File: src/rtl/balance_pkg.sv
// Shared types, constants and saturation helpers for the balance controller.
// Optional build macro RATE_LIMIT_EN (used by balance_cntrl_pipe).
package balance_pkg;

  typedef enum logic [1:0] {
    OFF  = 2'd0,
    SOFT = 2'd1,
    RUN  = 2'd2
  } bal_state_e;

  // Steering pot window and centre
  localparam int STEER_MIN = 'h200;
  localparam int STEER_MAX = 'hE00;
  localparam int STEER_MID = 'h7FF;
  localparam int STEER_GAIN = 3;

  // Shift amounts
  localparam int D_SHIFT      = 6;
  localparam int I_SHIFT_FAST = 1;
  localparam int I_SHIFT_SLOW = 6;
  localparam int SS_SHIFT     = 8;
  localparam int STEER_SHIFT  = 4;

  localparam int PSAT_W    = 10;
  localparam int TERM_W    = 12;
  localparam int INTEG_W   = 18;
  localparam int NUM_LANES = 2;   // lane 0 = left, lane 1 = right
  localparam int RATE_STEP = 64;

  // S1 -> S2 payload
  typedef struct packed {
    logic signed [PSAT_W-1:0] p;
    logic signed [TERM_W-1:0] i;
    logic signed [TERM_W-1:0] d;
  } pid_terms_t;

  function automatic logic signed [31:0] clampv(input logic signed [31:0] v,
                                                input logic signed [31:0] lo,
                                                input logic signed [31:0] hi);
    if (v > hi) return hi;
    if (v < lo) return lo;
    return v;
  endfunction

  function automatic logic signed [9:0] sat10(input logic signed [31:0] v);
    if (v > 32'sd511)  return 10'sh1ff;
    if (v < -32'sd512) return 10'sh200;
    return v[9:0];
  endfunction

  function automatic logic signed [11:0] sat12(input logic signed [31:0] v);
    if (v > 32'sd2047)  return 12'sh7ff;
    if (v < -32'sd2048) return 12'sh800;
    return v[11:0];
  endfunction

  function automatic logic signed [17:0] sat18(input logic signed [31:0] v);
    if (v > 32'sd131071)  return 18'sh1ffff;
    if (v < -32'sd131072) return 18'sh20000;
    return v[17:0];
  endfunction

endpackage

File: src/rtl/balance_pid_core.sv
// S1/S2 of the balance pipeline: saturating integrator, P/I/D terms and the
// saturated PID sum. pid is combinational from the S1 registers.
module balance_pid_core
  import balance_pkg::*;
#(
  parameter int fast_sim = 1,
  parameter int PTCH_W   = 16,
  parameter int P_COEF   = 5
) (
  input  logic                     clk,
  input  logic                     rst_n,
  input  logic                     clr,
  input  logic                     smp_vld,
  input  logic signed [PTCH_W-1:0] ptch,
  input  logic signed [PTCH_W-1:0] ptch_rt,
  output logic signed [TERM_W-1:0] pid
);

  localparam int I_SHIFT = (fast_sim != 0) ? I_SHIFT_FAST : I_SHIFT_SLOW;

  logic signed [INTEG_W-1:0] integ;
  logic signed [INTEG_W-1:0] integ_nxt;
  pid_terms_t                terms_q, terms_d;
  logic signed [31:0]        ptch_x, rt_x, integ_x, ps_x, sum_x;

  // S1 term formation; I uses the integrator before this sample lands
  always_comb begin
    ptch_x    = 32'(ptch);
    rt_x      = 32'(ptch_rt);
    integ_x   = 32'(integ);
    terms_d.p = sat10(ptch_x);
    terms_d.d = sat12(-(rt_x >>> D_SHIFT));
    terms_d.i = sat12(integ_x >>> I_SHIFT);
    ps_x      = 32'(terms_d.p);
    integ_nxt = sat18(integ_x + ps_x);
  end

  // S1 registers and integrator; clear wins over accumulate
  always_ff @(posedge clk or negedge rst_n) begin
    if (!rst_n) begin
      integ   <= '0;
      terms_q <= '0;
    end else begin
      if (clr)          integ <= '0;
      else if (smp_vld) integ <= integ_nxt;
      if (smp_vld)      terms_q <= terms_d;
    end
  end

  // S2 sum
  always_comb begin
    sum_x = P_COEF * 32'(terms_q.p) + 32'(terms_q.i) + 32'(terms_q.d);
    pid   = sat12(sum_x);
  end

endmodule

File: src/rtl/balance_cntrl_pipe.sv
// Balance controller: 3-stage PID pipeline, soft-start FSM, steering mix,
// speed clipping and too_fast flag. Optional macro RATE_LIMIT_EN limits each
// output step to +/-RATE_STEP.
module balance_cntrl_pipe
  import balance_pkg::*;
#(
  parameter int fast_sim = 1,
  parameter int PTCH_W   = 16,
  parameter int SPD_W    = 12,
  parameter int P_COEF   = 5,
  parameter int TOO_FAST = 1536
) (
  input  logic                     clk,
  input  logic                     rst_n,
  input  logic                     vld,
  input  logic signed [PTCH_W-1:0] ptch,
  input  logic signed [PTCH_W-1:0] ptch_rt,
  input  logic                     pwr_up,
  input  logic                     rider_off,
  input  logic                     en_steer,
  input  logic [11:0]              steer_pot,
  output logic signed [SPD_W-1:0]  lft_spd,
  output logic signed [SPD_W-1:0]  rght_spd,
  output logic                     too_fast,
  output logic                     out_vld
);

  localparam int CNT_W  = (fast_sim != 0) ? 9 : 27;
  localparam int STAGES = 2;
  localparam int SPD_MAX = (1 << (SPD_W - 1)) - 1;
  localparam int SPD_MIN = -(1 << (SPD_W - 1));

  bal_state_e                          state;
  logic [CNT_W-1:0]                    ss_cnt;
  logic [8:0]                          ss_tmr;
  logic [STAGES:0]                     vld_pipe;
  logic                                accept;
  logic signed [TERM_W-1:0]            pid, pid_ss;
  logic signed [31:0]                  pid_x, ss_x, pss_x;
  logic signed [31:0]                  pot_x, pot_c, steer_x, pss_ext;
  logic signed [31:0]                  lane_raw, lane_clip;
`ifdef RATE_LIMIT_EN
  logic signed [31:0]                  lane_prev;
`endif
  logic [NUM_LANES-1:0][SPD_W-1:0]     spd_q, spd_nxt;
  logic [NUM_LANES-1:0]                tf_nxt;

  assign ss_tmr = (state == RUN) ? 9'd256 : {1'b0, ss_cnt[CNT_W-1 -: 8]};
  assign accept = vld & pwr_up & (state != OFF);

  // Power FSM and soft-start counter; pwr_up low drops to OFF from anywhere
  always_ff @(posedge clk or negedge rst_n) begin
    if (!rst_n) begin
      state  <= OFF;
      ss_cnt <= '0;
    end else if (!pwr_up) begin
      state  <= OFF;
      ss_cnt <= '0;
    end else begin
      case (state)
        OFF:  state <= SOFT;
        SOFT: if (ss_cnt[CNT_W-1 -: 8] == 8'hFF) state <= RUN;
              else ss_cnt <= ss_cnt + 1'b1;
        RUN:  state <= RUN;
        default: state <= OFF;
      endcase
    end
  end

  balance_pid_core #(
    .fast_sim(fast_sim),
    .PTCH_W  (PTCH_W),
    .P_COEF  (P_COEF)
  ) u_core (
    .clk    (clk),
    .rst_n  (rst_n),
    .clr    ((state == OFF) | rider_off),
    .smp_vld(accept),
    .ptch   (ptch),
    .ptch_rt(ptch_rt),
    .pid    (pid)
  );

  // Valid shift register; a power drop flushes it and emits one strobe
  always_ff @(posedge clk or negedge rst_n) begin
    if (!rst_n)       vld_pipe <= '0;
    else if (!pwr_up) vld_pipe <= {(state != OFF), {STAGES{1'b0}}};
    else              vld_pipe <= {vld_pipe[STAGES-1:0], accept};
  end

  // S2 soft-start scaling
  always_comb begin
    pid_x = 32'(pid);
    ss_x  = {23'd0, ss_tmr};
    pss_x = (pid_x * ss_x) >>> SS_SHIFT;
  end

  // S2 register
  always_ff @(posedge clk or negedge rst_n) begin
    if (!rst_n)           pid_ss <= '0;
    else if (vld_pipe[0]) pid_ss <= sat12(pss_x);
  end

  // S3 steering mix, clip, optional rate limit, overspeed per lane
  always_comb begin
    spd_nxt   = '0;
    tf_nxt    = '0;
    lane_raw  = '0;
    lane_clip = '0;
    pot_x     = {20'd0, steer_pot};
    pot_c     = clampv(pot_x, STEER_MIN, STEER_MAX);
    steer_x   = ((pot_c - STEER_MID) * STEER_GAIN) >>> STEER_SHIFT;
    pss_ext   = 32'(pid_ss);
`ifdef RATE_LIMIT_EN
    lane_prev = '0;
`endif
    for (int l = 0; l < NUM_LANES; l++) begin
      if (!en_steer)   lane_raw = pss_ext;
      else if (l == 0) lane_raw = pss_ext + steer_x;
      else             lane_raw = pss_ext - steer_x;
      lane_clip = clampv(lane_raw, SPD_MIN, SPD_MAX);
`ifdef RATE_LIMIT_EN
      lane_prev = 32'(signed'(spd_q[l]));
      lane_clip = clampv(lane_clip, lane_prev - RATE_STEP, lane_prev + RATE_STEP);
`endif
      spd_nxt[l] = lane_clip[SPD_W-1:0];
      tf_nxt[l]  = (lane_clip > TOO_FAST);
    end
  end

  // Output registers; forced to zero while powered down
  always_ff @(posedge clk or negedge rst_n) begin
    if (!rst_n) begin
      spd_q    <= '0;
      too_fast <= 1'b0;
    end else if (!pwr_up) begin
      spd_q    <= '0;
      too_fast <= 1'b0;
    end else if (vld_pipe[1]) begin
      spd_q    <= spd_nxt;
      too_fast <= |tf_nxt;
    end
  end

  assign lft_spd  = signed'(spd_q[0]);
  assign rght_spd = signed'(spd_q[1]);
  assign out_vld  = vld_pipe[STAGES];

endmodule

File: config.mk
export PLATFORM = sky130hd
export DESIGN_NAME = balance_cntrl_pipe
export DESIGN_NICKNAME = d
export VERILOG_FILES = /design/src/rtl/balance_pkg.sv /design/src/rtl/balance_pid_core.sv /design/src/rtl/balance_cntrl_pipe.sv
export SDC_FILE = /design/constraint.sdc
export NUM_CORES = 1
export LEC_CHECK = 0
export CORE_AREA = 2 2 210 212
export DETAILED_ROUTE_END_ITERATION = 10
export DIE_AREA = 0 0 212 214
export GPL_TIMING_DRIVEN = 0
export MAX_ROUTING_LAYER = met4
export PLACE_DENSITY_LB_ADDON = 0.3
export SETUP_SLACK_MARGIN = 0.02
export SYNTH_ARGS = -nofsm -noshare
export SYNTH_HDL_FRONTEND = slang
export SYNTH_SLANG_ARGS = --single-unit
File: constraint.sdc
create_clock -name clk -period 14.62 [get_ports clk]
set_clock_uncertainty 0.05 [all_clocks]
set_input_delay 2.924 -clock clk [delete_from_list [all_inputs] [get_ports clk]]
set_output_delay 2.924 -clock clk [all_outputs]
set_load 0.005 [all_outputs]
==> results.cfg <==
[clock_tree]
root_buffer = clkbuf_16
cts_max_level = 3
clk_pin_slew_ps = 70
cts_buffers = 9
clkLatencyLatePin_ps = 360
cts.sinks = 103
holdBufCountCts = 0
clockBufferDepth = 2
cts_tree = yes

[flow_run]
drv_cap = 0

[floorplan]
num_io_pins = 76
coreArea_um2 = 42900
die_h_um = 214
initial_utilization_pct = 39.8
dieWidth_um = 212
rows = 76
fp.dieArea_um2 = 45400

[logic_synthesis]
synth_edf_count = 0
ys_ff_latch = 103
synthesis.area_um2 = 17100
synth_most_common_cell = inv_1
synth_cell_type_count = 86
yosysTopAreaCell = ha_1
yosysSeqAreaShare_pct = 15.1
synthArstFlopShare_pct = 100
yosysWarningCount = 0
synth_common_cells = inv_1, ha_1, nor2_1
syn_area_per_cell_um2 = 8.12
synthTopCellsByArea = ha_1, dfrtp_1, fa_1
syn_inst = 2102
synth.top_cell.area_share_pct = 16.8
syn_nets = 2489
yosys_most_used_dff = dfrtp_1

[final_layout]
area_growth_syn_to_layout_pct = 10.2
diodes = 0
drive_gt1_share_pct = 3.89
nNetsFinal = 2568
fill_cells = 4274

[route]
detail-route-antenna-nets = 0
dr.pass1.iters = 5
drt-initial-drc-count = 974
wl_per_cell_um = 16.6
vias = 15100
routed_via_density = 5.44
drc = 0
finalWirelength_um = 46000

[worst_setup_path]
crit_top_cell = ha_1
end_kind = register
path_buf_inv = 4
crit_path_start = steer_pot[5]
slowest_stage = clkdlybuf4s50_1
cp.arrival_ps = 14080
timing.rr.start = u_core.terms_q[25]
critPathLaunchType = input pin
cp_max_fo = 10
required_ps = 14810
path_class = input pin to register
path_delay_family = simple AND/OR/NAND/NOR gates
cpPeakStageDelay_ps = 470

[global_routing]
grt_remaining_overflow = 0
grt_max_degree = 53
grt_pass1_vias = 14600
grt_pass1_wl_um = 75800
track_usage_pct = 21.0
antenna_found_initial = 0

[sta]
setup_viol = 0
slew-limit-headroom_pct = 13.5
tns_ps = 0
hold_viol = 0
worst_pin_slew_ps = 1290
rsz0062_at_grt = false
slew_violations = 0
min_period_ps = 13890
max_freq_ghz = 0.0720
post-route-period-util_pct = 95.0

[place]
gp_congestion = 0.935
portBuffers = 67
dp_hpwl_um = 38400

[worst_hold_path]
hold_start = u_core.terms_q[12]
min_path_type = register to register

[status]
status = completed
per-stage QoR:
| step | worst slack [ps] | std cells | cell area (µm²) | utilization (%) | hold WS (ps) |
|---|---|---|---|---|---|
| floorplan | 2430 | 2102 | 17100 | - | 406 |
| global placement | 195 | 2754 | 18500 | 43.1 | 431 |
| detailed placement | 97.5 | 2755 | 18500 | 43.1 | 446 |
| CTS | 435 | 2770 | 18800 | 43.8 | 462 |
| global route | 41.4 | 2770 | 18800 | 43.9 | 501 |
| finish | 733 | 2770 | 18800 | 43.9 | 451 |
cell usage in the layout (no fill, tap or decap), types with 17 or more instances in the layout:
cell type        instances
a21oi_1                154
a211oi_1                29
o21ai_0                104
nand2b_1                51
clkbuf_1                57
and3_1                  17
a21o_1                  58
ha_1                   229
nand4_1                 18
nor2_1                 167
a22oi_1                 20
fa_1                   108
clkdlybuf4s50_1         66
nand3_1                 33
or3_1                   19
and2_1                  35
nor2b_1                 33
nand2_1                167
inv_1                  245
o21bai_1                23
xor2_1                  32
xnor2_1                104
nor3_1                  29
dfrtp_1                102
o21a_1                  22
cells by family after synthesis:
kind of cell	count (synthesis)	synth area share, %
xor gates and xnor gates	136	6.98
buffers and inverters	321	7.17
muxes	20	1.27
DFF	103	15.1
and+or+nand+nor	629	18.2
AOI/OAI and AO/OA	556	21.9
adders and majority gates	337	29.4
worst reg2reg max path, delay by kind of cell (launching register included):
kind | cells | cell delay (ps)
AND/OR/NAND/NOR | 10 | 1340
adder cells (fa/ha/maj) | 11 | 5070
flip-flops | 1 | 420
XOR/XNOR | 2 | 270
AO/OA/AOI/OAI | 20 | 4690
buffers and inverters | 5 | 750
final timing paths:
kind | cells past startpoint | slack (ps) | to
setup / recovery | 48 | 730 | too_fast
hold / removal | 2 | 450 | u_core.terms_q[12]
setup reg to reg | 48 | 1880 | pid_ss[1]
hold reg to reg | 2 | 450 | u_core.terms_q[12]
max in group asynchronous | 2 | 11230 | pid_ss[11]
min in group asynchronous | 1 | 2570 | u_core.terms_q[6]
metal layers:
layer,global-route usage (%),part of all wire (%),wire [µm]
met2,32.3,45,20500
met5,-,0,0
met4,3.94,1.6,722
met1,30.2,50,23100
met3,2.04,3.4,1560
area by class of cell:
| cell class | instances | area (µm²) | share of cell area [%] |
|---|---|---|---|
| Multi-Input combinational cell | 1678 | 13300 | 70.6 |
| Timing Repair Buffer | 68 | 696 | 3.70 |
| Clock inverter | 6 | 75.1 | 0.399 |
| Tap cell | 585 | 732 | 3.89 |
| Buffer | 73 | 295 | 1.57 |
| Inverter | 248 | 931 | 4.95 |
| Clock buffer | 9 | 225 | 1.20 |
| Sequential cell | 103 | 2580 | 13.7 |
state kept, by name (all words and copies together), names as in the netlist:
signal	flops
u_core.terms_q	34
u_core.integ	18
lft_spd	12
pid_ss	12
rght_spd	12
ss_cnt	9
vld_pipe	3
state	2
too_fast	1
timing repair:
item,CTS,global route
setup endpoints to repair,0,1
gates resized for setup,0,6
setup buffers,0,0
Power is left out: the tool's default activity adds up to more than one toggle a clock period on the data nets, which glitch-free logic cannot reach.
